$ cat config.mk
export PLATFORM = sky130hd
export DESIGN_NAME = if_id_pipe_reg_flat
export DESIGN_NICKNAME = d
export VERILOG_FILES = /design/src/rtl/mm_pipe_pkg.sv /design/src/rtl/if_id_pipe_reg_if.sv /design/src/rtl/pipe_skid_buf.sv /design/src/rtl/if_id_pipe_reg.sv /design/src/flat_wrapper.sv
export SDC_FILE = /design/constraint.sdc
export NUM_CORES = 1
export LEC_CHECK = 0
export CAP_MARGIN = 5
export CORE_ASPECT_RATIO = 0.7
export CORE_MARGIN = 3
export CORE_UTILIZATION = 40
export CTS_BUF_LIST = sky130_fd_sc_hd__clkbuf_4
export DETAILED_ROUTE_END_ITERATION = 8
export GPL_TIMING_DRIVEN = 0
export HOLD_SLACK_MARGIN = 0.12
export PLACE_DENSITY = 0.66
export SYNTH_ARGS = -nofsm -noshare
export SYNTH_HDL_FRONTEND = slang
export SYNTH_HIERARCHICAL = 1
export SYNTH_SLANG_ARGS = --single-unit
$ cat constraint.sdc
create_clock -name i_clk -period 2.5 [get_ports i_clk]
set_clock_uncertainty 0.2 [all_clocks]
set_input_delay 0.5 -clock i_clk [delete_from_list [all_inputs] [get_ports i_clk]]
set_output_delay 0.5 -clock i_clk [all_outputs]
set_load 0.1 [all_outputs]
$ cat src/rtl/mm_pipe_pkg.sv
// Shared types and constants for the MiniMotorway pipeline registers.
package mm_pipe_pkg;

    // Native datapath width of the core.
    localparam int MM_XLEN = 32;

    // addi x0,x0,0: what the decoder sees whenever a stage carries no beat.
    localparam logic [MM_XLEN-1:0] NOP_INSTR = 32'h0000_0013;

    // One fetched instruction travelling down the front end.
    typedef struct packed {
        logic [MM_XLEN-1:0] pc;
        logic [MM_XLEN-1:0] p4;
        logic [MM_XLEN-1:0] instr;
    } if_id_payload_t;

endpackage

$ cat src/rtl/if_id_pipe_reg_if.sv
// Bundle of fetch-side, decode-side and flush signals around the IF->ID register.
// master = the surrounding core (fetch, decoder, EX resolver); slave = the register.
interface if_id_pipe_reg_if
    import mm_pipe_pkg::*;
#(
    parameter int XLEN = MM_XLEN
);
    logic            if_valid;
    logic            if_ready;
    logic [XLEN-1:0] if_pc;
    logic [XLEN-1:0] if_p4;
    logic [XLEN-1:0] if_instr;
    logic            id_valid;
    logic            id_ready;
    logic [XLEN-1:0] id_pc;
    logic [XLEN-1:0] id_p4;
    logic [XLEN-1:0] id_instr;
    logic            flush;
    logic            flush_exempt;
    logic            flush_busy;

    modport master (
        output if_valid, if_pc, if_p4, if_instr, id_ready, flush, flush_exempt,
        input  if_ready, id_valid, id_pc, id_p4, id_instr, flush_busy
    );

    modport slave (
        input  if_valid, if_pc, if_p4, if_instr, id_ready, flush, flush_exempt,
        output if_ready, id_valid, id_pc, id_p4, id_instr, flush_busy
    );
endinterface

$ cat src/rtl/pipe_skid_buf.sv
// Generic single-entry skid buffer: holds one payload while the consumer stalls.
// i_clear empties the entry and wins over a simultaneous write.
module pipe_skid_buf #(
    parameter int W = 96
) (
    input  logic         i_clk,
    input  logic         i_resetn,
    input  logic         i_clear,
    input  logic         i_valid,
    output logic         o_ready,
    input  logic [W-1:0] i_data,
    output logic         o_valid,
    input  logic         i_ready,
    output logic [W-1:0] o_data
);
    logic         full_reg;
    logic         full_next;
    logic [W-1:0] data_reg;
    logic [W-1:0] data_next;

    // Ready comes straight from the flop so upstream never sees a combinational path.
    assign o_ready = ~full_reg;
    assign o_valid = full_reg;
    assign o_data  = data_reg;

    // Next entry state: clear, then fill, then drain.
    always_comb begin
        full_next = full_reg;
        data_next = data_reg;
        if (i_clear) begin
            full_next = 1'b0;
        end else if (i_valid && o_ready) begin
            full_next = 1'b1;
            data_next = i_data;
        end else if (o_valid && i_ready) begin
            full_next = 1'b0;
        end
    end

    // Entry register with synchronous active-low reset.
    always_ff @(posedge i_clk) begin
        if (!i_resetn) begin
            full_reg <= 1'b0;
            data_reg <= '0;
        end else begin
            full_reg <= full_next;
            data_reg <= data_next;
        end
    end
endmodule

$ cat src/rtl/if_id_pipe_reg.sv
// IF->ID pipeline register with valid/ready on both sides, optional skid entry,
// and a programmable flush bubble. FLUSH_CYCLES must be at least 1.
module if_id_pipe_reg
    import mm_pipe_pkg::*;
#(
    parameter int              XLEN         = MM_XLEN,
    parameter logic [XLEN-1:0] NOP_INSTR    = mm_pipe_pkg::NOP_INSTR,
    parameter int              FLUSH_CYCLES = 2,
    parameter bit              SKID_EN      = 1'b1
) (
    input  logic             i_clk,
    input  logic             i_resetn,
    if_id_pipe_reg_if.slave  bus
);
    localparam int CNT_W = $clog2(FLUSH_CYCLES + 1);
    localparam int PW    = 3 * XLEN;

    logic             eff_flush;
    logic             busy;
    logic             out_load;
    logic             out_hold;
    logic             acc;
    logic             skid_valid;
    logic             skid_ready;
    logic             skid_push;
    logic             skid_pop;
    logic [PW-1:0]    in_payload;
    logic [PW-1:0]    skid_payload;

    logic             out_valid_reg;
    logic             out_valid_next;
    logic [XLEN-1:0]  out_pc_reg;
    logic [XLEN-1:0]  out_pc_next;
    logic [XLEN-1:0]  out_p4_reg;
    logic [XLEN-1:0]  out_p4_next;
    logic [XLEN-1:0]  out_instr_reg;
    logic [XLEN-1:0]  out_instr_next;
    logic [CNT_W-1:0] cnt_reg;
    logic [CNT_W-1:0] cnt_next;

    // An exempt instruction in EX (e.g. AUIPC) masks the flush for this cycle only.
    assign eff_flush  = bus.flush & ~bus.flush_exempt;
    assign busy       = (cnt_reg != '0);
    assign out_load   = ~out_valid_reg | bus.id_ready;
    assign out_hold   = ~out_load;
    assign acc        = bus.if_valid & bus.if_ready & ~eff_flush & ~busy;
    assign in_payload = {bus.if_pc, bus.if_p4, bus.if_instr};

    // Beats accepted while the output is stalled park in the skid entry.
    assign skid_push  = acc & out_hold;
    assign skid_pop   = out_load;

    generate
        if (SKID_EN) begin : g_skid
            pipe_skid_buf #(
                .W (PW)
            ) u_skid (
                .i_clk    (i_clk),
                .i_resetn (i_resetn),
                .i_clear  (eff_flush),
                .i_valid  (skid_push),
                .o_ready  (skid_ready),
                .i_data   (in_payload),
                .o_valid  (skid_valid),
                .i_ready  (skid_pop),
                .o_data   (skid_payload)
            );
            // Registered ready: only the skid occupancy gates upstream.
            assign bus.if_ready = skid_ready & i_resetn;
        end else begin : g_no_skid
            assign skid_valid   = 1'b0;
            assign skid_ready   = 1'b1;
            assign skid_payload = '0;
            // Without a skid entry, ready follows the output slot directly.
            assign bus.if_ready = (~out_valid_reg | bus.id_ready) & i_resetn;
        end
    endgenerate

    assign bus.id_valid   = out_valid_reg;
    assign bus.id_pc      = out_pc_reg;
    assign bus.id_p4      = out_p4_reg;
    assign bus.id_instr   = out_instr_reg;
    assign bus.flush_busy = busy;

    // Next output slot and bubble counter: flush first, then normal load from skid or input.
    always_comb begin
        out_valid_next = out_valid_reg;
        out_pc_next    = out_pc_reg;
        out_p4_next    = out_p4_reg;
        out_instr_next = out_instr_reg;
        cnt_next       = busy ? (cnt_reg - CNT_W'(1)) : cnt_reg;
        if (eff_flush) begin
            // pc/p4 keep the flushed fetch address purely for trace visibility.
            out_valid_next = 1'b0;
            out_pc_next    = bus.if_pc;
            out_p4_next    = bus.if_p4;
            out_instr_next = NOP_INSTR;
            cnt_next       = CNT_W'(FLUSH_CYCLES - 1);
        end else if (out_load) begin
            if (skid_valid) begin
                out_valid_next = 1'b1;
                out_pc_next    = skid_payload[PW-1 -: XLEN];
                out_p4_next    = skid_payload[2*XLEN-1 -: XLEN];
                out_instr_next = skid_payload[XLEN-1:0];
            end else if (acc) begin
                out_valid_next = 1'b1;
                out_pc_next    = bus.if_pc;
                out_p4_next    = bus.if_p4;
                out_instr_next = bus.if_instr;
            end else begin
                out_valid_next = 1'b0;
                out_instr_next = NOP_INSTR;
            end
        end
    end

    // Output slot and counter registers; reset returns to an empty bubble.
    always_ff @(posedge i_clk) begin
        if (!i_resetn) begin
            out_valid_reg <= 1'b0;
            out_pc_reg    <= '0;
            out_p4_reg    <= '0;
            out_instr_reg <= NOP_INSTR;
            cnt_reg       <= '0;
        end else begin
            out_valid_reg <= out_valid_next;
            out_pc_reg    <= out_pc_next;
            out_p4_reg    <= out_p4_next;
            out_instr_reg <= out_instr_next;
            cnt_reg       <= cnt_next;
        end
    end
endmodule

$ cat src/flat_wrapper.sv
// flat-port wrapper written by rule: the top's interface ports become plain ports
module if_id_pipe_reg_flat import mm_pipe_pkg::*;
#(
    parameter int              XLEN         = MM_XLEN,
    parameter logic [XLEN-1:0] NOP_INSTR    = mm_pipe_pkg::NOP_INSTR,
    parameter int              FLUSH_CYCLES = 2,
    parameter bit              SKID_EN      = 1'b1
)
  (i_clk, i_resetn, bus_if_valid, bus_if_pc, bus_if_p4, bus_if_instr, bus_id_ready, bus_flush, bus_flush_exempt, bus_if_ready, bus_id_valid, bus_id_pc, bus_id_p4, bus_id_instr, bus_flush_busy);
  if_id_pipe_reg_if #(.XLEN(XLEN)) bus_i ();
  input  logic i_clk;
  input  logic i_resetn;
  input wire logic [$bits(bus_i.if_valid)-1:0] bus_if_valid;
  input wire logic [$bits(bus_i.if_pc)-1:0] bus_if_pc;
  input wire logic [$bits(bus_i.if_p4)-1:0] bus_if_p4;
  input wire logic [$bits(bus_i.if_instr)-1:0] bus_if_instr;
  input wire logic [$bits(bus_i.id_ready)-1:0] bus_id_ready;
  input wire logic [$bits(bus_i.flush)-1:0] bus_flush;
  input wire logic [$bits(bus_i.flush_exempt)-1:0] bus_flush_exempt;
  output wire logic [$bits(bus_i.if_ready)-1:0] bus_if_ready;
  output wire logic [$bits(bus_i.id_valid)-1:0] bus_id_valid;
  output wire logic [$bits(bus_i.id_pc)-1:0] bus_id_pc;
  output wire logic [$bits(bus_i.id_p4)-1:0] bus_id_p4;
  output wire logic [$bits(bus_i.id_instr)-1:0] bus_id_instr;
  output wire logic [$bits(bus_i.flush_busy)-1:0] bus_flush_busy;
  assign bus_i.if_valid = bus_if_valid;
  assign bus_i.if_pc = bus_if_pc;
  assign bus_i.if_p4 = bus_if_p4;
  assign bus_i.if_instr = bus_if_instr;
  assign bus_i.id_ready = bus_id_ready;
  assign bus_i.flush = bus_flush;
  assign bus_i.flush_exempt = bus_flush_exempt;
  assign bus_if_ready = bus_i.if_ready;
  assign bus_id_valid = bus_i.id_valid;
  assign bus_id_pc = bus_i.id_pc;
  assign bus_id_p4 = bus_i.id_p4;
  assign bus_id_instr = bus_i.id_instr;
  assign bus_flush_busy = bus_i.flush_busy;
  if_id_pipe_reg #(.XLEN(XLEN), .NOP_INSTR(NOP_INSTR), .FLUSH_CYCLES(FLUSH_CYCLES), .SKID_EN(SKID_EN)) u_core (.i_clk(i_clk), .i_resetn(i_resetn), .bus(bus_i));
endmodule
### Word-level counts from Yosys, hierarchy flattened

Cells that the tools add are included.

| word-level totals | value |
|---|---|
| bits in registers | 196 |
| bits of input ports | 102 |
| output and inout port bits | 99 |
| word-level logic and storage cells | 49 |

| operators by class | value |
|---|---|
| add/sub/neg operators | 1 |
| multiplexer cells | 16 |
| bitwise logic cells | 14 |
| reductions and logical operators | 10 |

Operator list:

| operator | number |
|---|---|
| $mux W32 | 10 |
| $reduce_bool A2 Y1 | 4 |
| $not A1 Y1 | 7 |
| $and A1 B1 Y1 | 6 |
| $mux W1 | 6 |
| $reduce_and A2 Y1 | 2 |
| $reduce_bool A3 Y1 | 1 |
| $logic_and A1 B1 Y1 | 2 |
| $reduce_or A2 Y1 | 1 |
| $sub A2 B1 Y2 const B | 1 |
| $or A1 B1 Y1 | 1 |

### Longest topological paths before layout

| depth | value |
|---|---|
| depth in word-level cells | 9 |
| mapped depth | 11 |
| gate-level depth less buffers | 7 |

### Cells and area by module

The synthesis kept the hierarchy.

Modules (own cells, without submodules):

| module | times used | cells an instance | area each (um2) | seq. area each (um2) |
|---|---|---|---|---|
| if_id_pipe_reg | 1 | 580 | 4998.5 | 1981.9 |
| pipe_skid_buf | 1 | 422 | 3887.5 | 1941.9 |

### Least setup slack after synthesis

Ideal clock, no wire load.

| timing | value |
|---|---|
| kind | flip-flop to flip-flop |
| start point | register u_core.out_valid_reg, in the netlist u_core/bus.id_valid |
| end point | register u_core.g_skid.u_skid.data_reg[47], in the netlist u_core/g_skid.u_skid/o_data[47] |
| setup time | 0.072 ns |
| arrival time | 2.671 ns |
| data required time | 2.228 ns |
| slack | -0.443 ns |
| stages on the path, launching flop included | 12 |
| path buffers | 6 |
| period minus slack after synthesis | 2.943 ns |
| path through | dfxtp_1 -> nor2b_1 -> clkbuf_1 -> inv_1 -> clkbuf_1 -> clkbuf_1 -> nor2_1 -> nor3b_2 -> buf_4 -> buf_8 -> buf_12 -> mux2i_1 |

| between the ends | value |
|---|---|
| cells in the longest elaborated chain, start to end | 6 |

RTL lines:

| element | RTL line | RTL |
|---|---|---|
| start: declaration | if_id_pipe_reg.sv:30 | `logic out_valid_reg;` |
| start signal: assignment | if_id_pipe_reg.sv:126 | `out_valid_reg <= out_valid_next;` |
| $not A1 Y1 | if_id_pipe_reg.sv:44 | `assign out_load = ~out_valid_reg \| bus.id_ready;` |
| $or A1 B1 Y1 | if_id_pipe_reg.sv:44 |  |
| net u_core.out_load | if_id_pipe_reg.sv:20 | `logic out_load;` |
| $not A1 Y1 | if_id_pipe_reg.sv:45 | `assign out_hold = ~out_load;` |
| $and A1 B1 Y1 | if_id_pipe_reg.sv:50 | `assign skid_push = acc & out_hold;` |
| net u_core.skid_push | if_id_pipe_reg.sv:25 | `logic skid_push;` |
| $logic_and A1 B1 Y1 | pipe_skid_buf.sv:32 | `end else if (i_valid && o_ready) begin` |
| $reduce_and A2 Y1 (no source line) | - |  |
| end signal: assignment | pipe_skid_buf.sv:47 | `data_reg <= data_next;` |
| end: declaration | pipe_skid_buf.sv:18 | `logic [W-1:0] data_reg;` |

The timed path passes the listed nets, and every way through them passes these cells.
A chain may end at the register's enable or synchronous reset.

### Final worst setup path

| timing | value |
|---|---|
| start point | input port i_resetn |
| end point | output port bus_if_ready |

| between the ends | value |
|---|---|
| cells in the longest elaborated chain, start to end | 1 |

RTL lines:

| element | RTL line | RTL |
|---|---|---|
| start: declaration | flat_wrapper.sv:12 | `input logic i_resetn;` |
| $and A1 B1 Y1 | if_id_pipe_reg.sv:69 | `assign bus.if_ready = skid_ready & i_resetn;` |
| end: declaration | flat_wrapper.sv:20 | `output wire logic [$bits(bus_i.if_ready)-1:0] bus_if_ready;` |

Every way passes these cells.

==> impl_metrics.py <==
metrics = {
    "place": {
        "dp_hpwl_um": 19800,
        "gp_congestion": 0.793,
        "port_buffers": 200,
        "dpl_worst_slack_ns": -0.929,
        "placed_area_mm2": 0.0112,
    },
    "critical_path": {
        "r2r_end": "u_core/g_skid.u_skid/o_data[57]$_SDFFE_PN0P_",
        "reg2reg_slack_ns": 0.12,
        "setup.worst_path.start_class": "input port",
        "cp_num_buf_inv": 2,
        "cp_top_family": "buffers and inverters",
        "slowest_stage": "clkdlybuf4s50_1",
        "reg2reg_depth": 10,
        "slowest_delay_ns": 0.67,
        "cp_cell_sequence": "clkdlybuf4s50_1, and2_1, buf_4",
        "endpoint": "bus_if_ready",
        "endpoint_kind": "primary output",
        "cp_max_fo": 8,
        "critPathKind": "in2out",
        "cp-startpoint": "i_resetn",
        "crit_cells": 3,
        "rr_startpoint": "u_core/bus.id_valid$_SDFFE_PP0P_",
        "critPathArrivalTime_ns": 1.69,
        "required_ns": 1.80,
    },
    "finish": {
        "n_fill_cell": 1979,
        "multi_input_area_mm2": 0.00437,
        "final_area_mm2": 0.0117,
        "drive_above_1_share": 0.194,
        "largest_reg_flops": 96,
        "nets": 1324,
        "area_delta_synth_final_pct": 31.2,
        "mostFrequentLayoutCells": "259 x nand2_1, 195 x dfxtp_1, 123 x a21oi_1",
        "final_common_cell": "nand2_1",
        "final_util": 0.548,
        "seq_area_mm2": 0.00393,
    },
    "detailed_routing": {
        "wirelength_um": 27600,
        "via_per_inst": 5.34,
        "routed-via-count": 8071,
        "ant_nets": 0,
        "drtPass1Iterations": 5,
        "first_iter_violations": 607,
        "drc_errors": 0,
        "wl_per_cell_um": 18.3,
    },
    "global_routing": {
        "use_met2": 0.325,
        "grt_pass1_wl_um": 43500,
        "grt_start_max_net_pins": 20,
        "grt_usage": 0.228,
        "met3_usage": 0.0410,
        "grt_use_met1": 0.353,
        "antenna_found_initial": 1,
        "grt_pass1_vias": 7857,
        "grt_most_used_layer": "met1",
        "grt_overflow_total": 0,
    },
    "sta": {
        "hold_violations": 0,
        "setup_violations": 0,
        "slew_headroom": 0.446,
        "period_minus_slack_ns": 2.39,
        "finalWorstSetupSlack_ns": 0.110,
        "max_freq_ghz": 0.418,
        "maxSlewViolCount": 0,
        "period_share": 0.956,
        "rsz0062_at_grt": "false",
        "tightest_slew_ns": 0.831,
    },
    "yosys": {
        "synthesis.area_mm2": 0.00889,
        "seq_area_frac_synth": 0.442,
        "synth-seq-cells": 196,
        "syn_nets": 1105,
        "yosys.area.top_type": "dfxtp_1",
        "synth_top_area_frac": 0.442,
        "async_flop_share": 0,
        "syn_inst": 1002,
        "ys_types": 31,
        "synth_edf_count": 0,
        "synthTopCellsByArea": "dfxtp_1 44%, nand2_1 11%, mux2i_1 11%",
        "avgSynthCellArea_um2": 8.87,
        "ys.flop_type": "dfxtp_1",
        "ys_warn_count": 6,
    },
    "clock_network": {
        "clock_path_buffers": 2,
        "cts_inserted_buffers": 17,
        "clk_latency_ns": 0.58,
        "clk_pin_slew_worst_paths_ns": 0.15,
        "root_buffer": "clkbuf_4",
        "clock-sinks": 196,
        "cts_max_level": 4,
        "cts_tree": "yes",
    },
    "flow_run": {
        "drv_cap": 0,
    },
    "floorplan": {
        "io_pins": 201,
        "die_area_mm2": 0.0241,
        "die_y_um": 131,
        "rows": 44,
        "die_x_um": 184,
        "start_util": 0.418,
        "coreArea_mm2": 0.0213,
    },
    "worst_hold_path": {
        "hp-class": "reg2reg",
    },
    "power": {
        "power_density_mw_per_mm2": 703,
        "p_leak_nw": 3.97,
        "irDropWorstVdd_mv": 0.416,
    },
    "outcome": {
        "status": "finished, final reports clean",
    },
}
==> cells in the mapped netlist (21+ instances only) <==
library cell and count:
a21oi_1 123, nand3_1 64, o21ai_0 35, buf_2 21
nand3b_1 32, dfxtp_1 196, a311oi_2 60, clkbuf_1 61
nand2_1 260, mux2i_1 96
==> worst min-delay path: stages, from the launching register on <==
cell,delay [ns]
dfxtp_1,0.34
nand2_1,0.05
mux2i_1,0.05
==> repair_timing <==
item | CTS | global route
resized for setup | 306 | 7
setup endpoints to repair | 195 | 43
setup buffers | 1 | 0
hold buffers | 0 | 0
==> through the flow <==
stage,total power [mW],instances,setup TNS (ns),hold WS [ns]
after floorplan,5.81,1002,0,0.230
after global placement,6.64,1478,-98.71,0.240
after detailed placement,6.66,1478,-104.56,0.247
after CTS,8.26,1510,0,0.223
after global routing,8.56,1512,0,0.227
final,8.20,1512,0,0.266
==> logic make-up after synthesis <==
group / synth area share
multiplexers: 0.108
buffers and inverters: 0.0669
flip-flops: 0.442
adder cells (fa/ha/maj): 0.00141
XOR/XNOR: 0.000986
AND/OR/NAND/NOR: 0.185
AO/OA/AOI/OAI: 0.196
==> routing by layer <==
layer  vias to the layer above  part of all wire  wire (um)
li1                       3955                 -          -
met1                      3864              0.52      14400
met2                       231              0.42      11500
met3                        21             0.051       1420
met4                         0             0.013        362
met5                         -                 0          0
==> area by class of cell <==
cell class | instances | area share
Antenna cell | 2 | 0.000429
Buffer | 101 | 0.0493
Clock buffer | 17 | 0.0110
Clock inverter | 15 | 0.0125
Inverter | 8 | 0.00290
Multi-Input combinational cell | 696 | 0.375
Sequential cell | 196 | 0.337
Tap cell | 276 | 0.0296
Timing Repair Buffer | 201 | 0.182
==> power by group <==
part / switching, mW / internal (mW)
Combinational: 2.27 / 0.808
Sequential: 0.136 / 3.34
Clock: 1.21 / 0.438
==> worst min-delay path by stage <==
stage | start | endpoint | cells past startpoint
2_1_floorplan | u_core/g_skid.u_skid/o_data[0]$_SDFFE_PN0P_ | u_core/g_skid.u_skid/o_data[0]$_SDFFE_PN0P_ | 2
5_1_grt | bus_if_instr[12] | u_core/g_skid.u_skid/o_data[12]$_SDFFE_PN0P_ | 3
3_5_place_dp | u_core/g_skid.u_skid/o_data[72]$_SDFFE_PN0P_ | u_core/g_skid.u_skid/o_data[72]$_SDFFE_PN0P_ | 2
4_1_cts | bus_if_instr[12] | u_core/g_skid.u_skid/o_data[12]$_SDFFE_PN0P_ | 3
6_report | u_core/g_skid.u_skid/o_data[4]$_SDFFE_PN0P_ | u_core/g_skid.u_skid/o_data[4]$_SDFFE_PN0P_ | 2
3_3_place_gp | u_core/g_skid.u_skid/o_data[4]$_SDFFE_PN0P_ | u_core/g_skid.u_skid/o_data[4]$_SDFFE_PN0P_ | 2
No activity file was read; power rests on OpenSTA's default activity.
==> variant 1 (same settings) <==
Make the reset (`i_resetn`) asynchronous in 2 clocked blocks. Comments in the files are not updated.
--- a/src/rtl/pipe_skid_buf.sv
+++ b/src/rtl/pipe_skid_buf.sv
@@ -40,3 +40,3 @@
     // Entry register with synchronous active-low reset.
-    always_ff @(posedge i_clk) begin
+    always_ff @(posedge i_clk or negedge i_resetn) begin
         if (!i_resetn) begin
--- a/src/rtl/if_id_pipe_reg.sv
+++ b/src/rtl/if_id_pipe_reg.sv
@@ -117,3 +117,3 @@
     // Output slot and counter registers; reset returns to an empty bubble.
-    always_ff @(posedge i_clk) begin
+    always_ff @(posedge i_clk or negedge i_resetn) begin
         if (!i_resetn) begin
Function: differs if i_resetn is asserted again (counterexample within 4 cycles, from zero or initial values and one cycle with i_resetn low); with i_resetn held inactive, the same outputs for 4 cycles.
==> variant 1 against the unedited design <==
  * The run now ends with hold timing left
  * Sequential power increased by 19%
  * Cell area is 0.52% higher
  * Largest cell class is now flip-flops and latches
  * Power increased by 28%
  * Routed wire length is 5.5% lower
  * Synthesized cell count is 28% lower
  * Cell count decreased by 18%
  * Setup slack got worse by 0.10 ns
  * Sequential cell count unchanged
  * Synthesized area down 1.8%
==> variant 1: results (changes against the unedited design) <==
fin_util_pct: 55.6  # +0.71 points
worstPathMaxFanout: 20  # +12
syn_nets: 827  # -25%
r2r_start: "u_core/cnt_reg[0]"
layout.non_clock_buffers: 293  # -3.0%
cts.clk_slew.worst_paths_ns: 0.17  # +0.02 ns
seq_area_frac_synth_pct: 56.2  # +12 points
rrSetupSlack_ns: 0.06  # -0.06 ns
fillers: 1812  # -8.4%
ys_top_cells_by_area: "dfrtp_1, mux2_2, a211oi_1"
first_pass_iters: 7  # +2
fin_nets: 1058  # -20%
top_layer: "met5"
grt_pass1_wl_um: 40500  # -6.8%
p_clk_share_pct: 15.4  # -4.7 points
grtUsageMet2_pct: 31.7  # -0.88 points
seq_area_share_pct: 41.9  # +8.2 points
cts_hold_buf: 1  # +1
final_hold_viol_count: 104  # +104
dp_hpwl_um: 17900  # -10%
clk_share_pct: 2.19  # -0.15 points
reg2reg_depth: 9  # -1
synthMuxAreaShare_pct: 12.7  # +1.9 points
synth_fa_ha_area_share_pct: 0.143  # +0.0025 points
sw_frac_of_total_pct: 48.2  # +4.1 points
ys_top_cells_by_count: "dfrtp_1, a31oi_1, a211oi_1, nand3_1, o21ai_0"
multi_input_area_sq_mm: 0.00333  # -24%
violations: "hold timing"
whs_ns: -0.370  # -0.636 ns
drtIter0Drc: 541  # -11%
wl_met3_um: 1810  # +27%
slew_headroom_pct: 59.2  # +15 points
status: "finished with violations"
drt-met1-wl_um: 12900  # -10%
wl_per_cell_um: 21.0  # +15%
netSwitchingPower_uw: 5050  # +40%
place_inst: 1201  # -19%
drt_wl_total_um: 26100  # -5.5%
slowest_delay_ns: 0.45  # -0.22 ns
ys_types: 35  # +13%
viasPerCell: 5.65  # +5.8%
wl_met2_um: 11100  # -3.2%
grt_pass1_vias: 7025  # -11%
routabilityCongestion: 0.808  # +1.9%
[variant 1: cell types whose count changed in the layout (fill, tap and decap cells not counted), moves of 65 or more]
| cell | before | now |
|---|---|---|
| a21oi_1 | 123 | 2 |
| dfrtp_1 | 0 | 192 |
| nand2_1 | 259 | 1 |
| a31oi_1 | 0 | 65 |
| mux2i_1 | 96 | 3 |
| dfxtp_1 | 195 | 0 |
[variant 1: what timing repair did]
| action | CTS | global route |
|---|---|---|
| pin swaps | 2 | 2 |
| endpoints found under the setup margin | 195 | 81 |
| buffers inserted | 6 | 4 |
| cloned | 1 | 0 |
| gates resized for setup | 314 | 7 |
| endpoints found under the hold margin | 149 | 104 |
[variant 1: worst max-delay path by stage]
stage | startpoint | end | slack [ns] | cells after the start
after global routing | u_core/cnt_reg[0] | u_core/g_skid.u_skid/o_data[48] | -0.02 | 9
after floorplan | u_core/bus.id_valid | u_core/g_skid.u_skid/o_data[48] | 0.02 | 8
after CTS | u_core/cnt_reg[0] | u_core/g_skid.u_skid/o_data[49] | 0.01 | 9
after global placement | i_resetn | u_core/bus.id_valid | -9.13 | 1
final | bus_flush_exempt | u_core/g_skid.u_skid/o_data[74] | 0.01 | 11
after detailed placement | i_resetn | u_core/g_skid.u_skid/o_data[2] | -1.27 | 7
[variant 1: stage by stage]
| step | setup TNS [ns] | setup slack [ns] | hold slack, ns |
|---|---|---|---|
| after global routing | -0.130 | -0.0190 | -0.400 |
| after detailed placement | -165.60 | -1.27 | 0.275 |
| after CTS | 0 | 0.0122 | -0.390 |
| final | 0 | 0.00971 | -0.370 |
| after floorplan | 0 | 0.0211 | 0.00441 |
| after global placement | -3034.58 | -9.13 | 0.268 |
==> variant 2 (config.mk and constraints unchanged) <==
Made on the original files. Change the package constant `MM_XLEN` from 32 to 16.
--- a/src/rtl/mm_pipe_pkg.sv
+++ b/src/rtl/mm_pipe_pkg.sv
@@ -4,3 +4,3 @@
     // Native datapath width of the core.
-    localparam int MM_XLEN = 32;
+    localparam int MM_XLEN = 16;
 
Interface: changed (6 resized); port bits go from 201 to 105. The function was not compared with the original's and may differ.
==> variant 2 against the unedited design <==
  * Critical path depth up 6
  * Routed wire length fell by 51%
  * Sequential power decreased by 49%
  * Power shrank 47%
  * Synthesized area is 49% lower
  * Sequential cell count fell by 96
  * Setup slack lost 0.059 ns
  * Maximum frequency shrank 2.4%
  * First-iteration DRC count down 55%
  * Cell area shrank 49%
  * Critical path type is now input pin to register
  * Largest cell class unchanged
==> variant 2: results (changes against the unedited design) <==
whs_ns: 0.271  # +0.00504 ns
ys_top_cells_by_count: "nand2_1, dfxtp_1, a21oi_1"
antenna_found_initial: 0  # -1
worstPathArrival_ns: 2.65  # +0.96 ns
wl_met2_um: 6130  # -47%
place_inst: 764  # -48%
synth_xor_area_share_pct: 0.193  # +0.095 points
grtUsageMet2_pct: 34.3  # +1.8 points
dp_slack_ns: -0.768  # +0.161 ns
status: "complete, no violations"
drt_wl_total_um: 13600  # -51%
synth_fa_ha_area_share_pct: 0.276  # +0.14 points
io_buffers: 104  # -48%
post_cts_resized: 59  # -81%
seq_area_frac_synth_pct: 44.1  # about the same
grt_max_degree: 17  # -15%
syn_nets: 567  # -49%
wl_met3_um: 882  # -38%
stdcell_count: 781  # -48%
sw_frac_of_total_pct: 42.0  # -2.1 points
ys_top_cells_by_area: "dfxtp_1, nand2_1, mux2i_1"
met3_usage_pct: 5.59  # +1.5 points
p_per_area_mw_per_mm2: 735  # +4.4%
pwr-share-seq_pct: 40.9  # -1.5 points
min_to: "u_core/g_skid.u_skid/o_data[23]"
slowest_delay_ns: 0.45  # -0.22 ns
dp_hpwl_um: 9770  # -51%
worstPathMaxFanout: 10  # +2
routabilityCongestion: 0.820  # +3.4%
reg2reg_to: "u_core/g_skid.u_skid/o_data[33]"
startpoint: "bus_flush_exempt"
grt_use_met1_pct: 28.1  # -7.2 points
synth_compound_area_share_pct: 19.7  # +0.068 points
[variant 2: cell types whose count changed after synthesis, sizes merged, moves of 22 or more]
cell    delta
a311oi    -32
a21oi     -73
nand2    -128
clkbuf    -30
buf       -22
dfxtp     -96
nand3     -32
mux2i     -48
[variant 2: worst max-delay path by stage]
stage | slack, ns | depth (start not counted) | endpoint
global route | -0.007 | 9 | u_core/g_skid.u_skid/o_data[33]
floorplan | 0.11 | 9 | u_core/g_skid.u_skid/o_data[19]
CTS | 0.03 | 1 | bus_id_pc[3]
global placement | -0.65 | 10 | u_core/g_skid.u_skid/o_data[32]
detailed placement | -0.77 | 10 | u_core/g_skid.u_skid/o_data[33]
finish | 0.05 | 9 | u_core/g_skid.u_skid/o_data[33]
[variant 2: final cells by class]
cell class	instances	area, sq um
inverters	8	33.8
repair buffers	106	997
plain buffers	49	251
multi-input cells	354	2260
fillers	994	4810
flip-flops and latches	100	2010
well taps	148	185
clock inverters	7	90.1
clock buffers	9	67.6
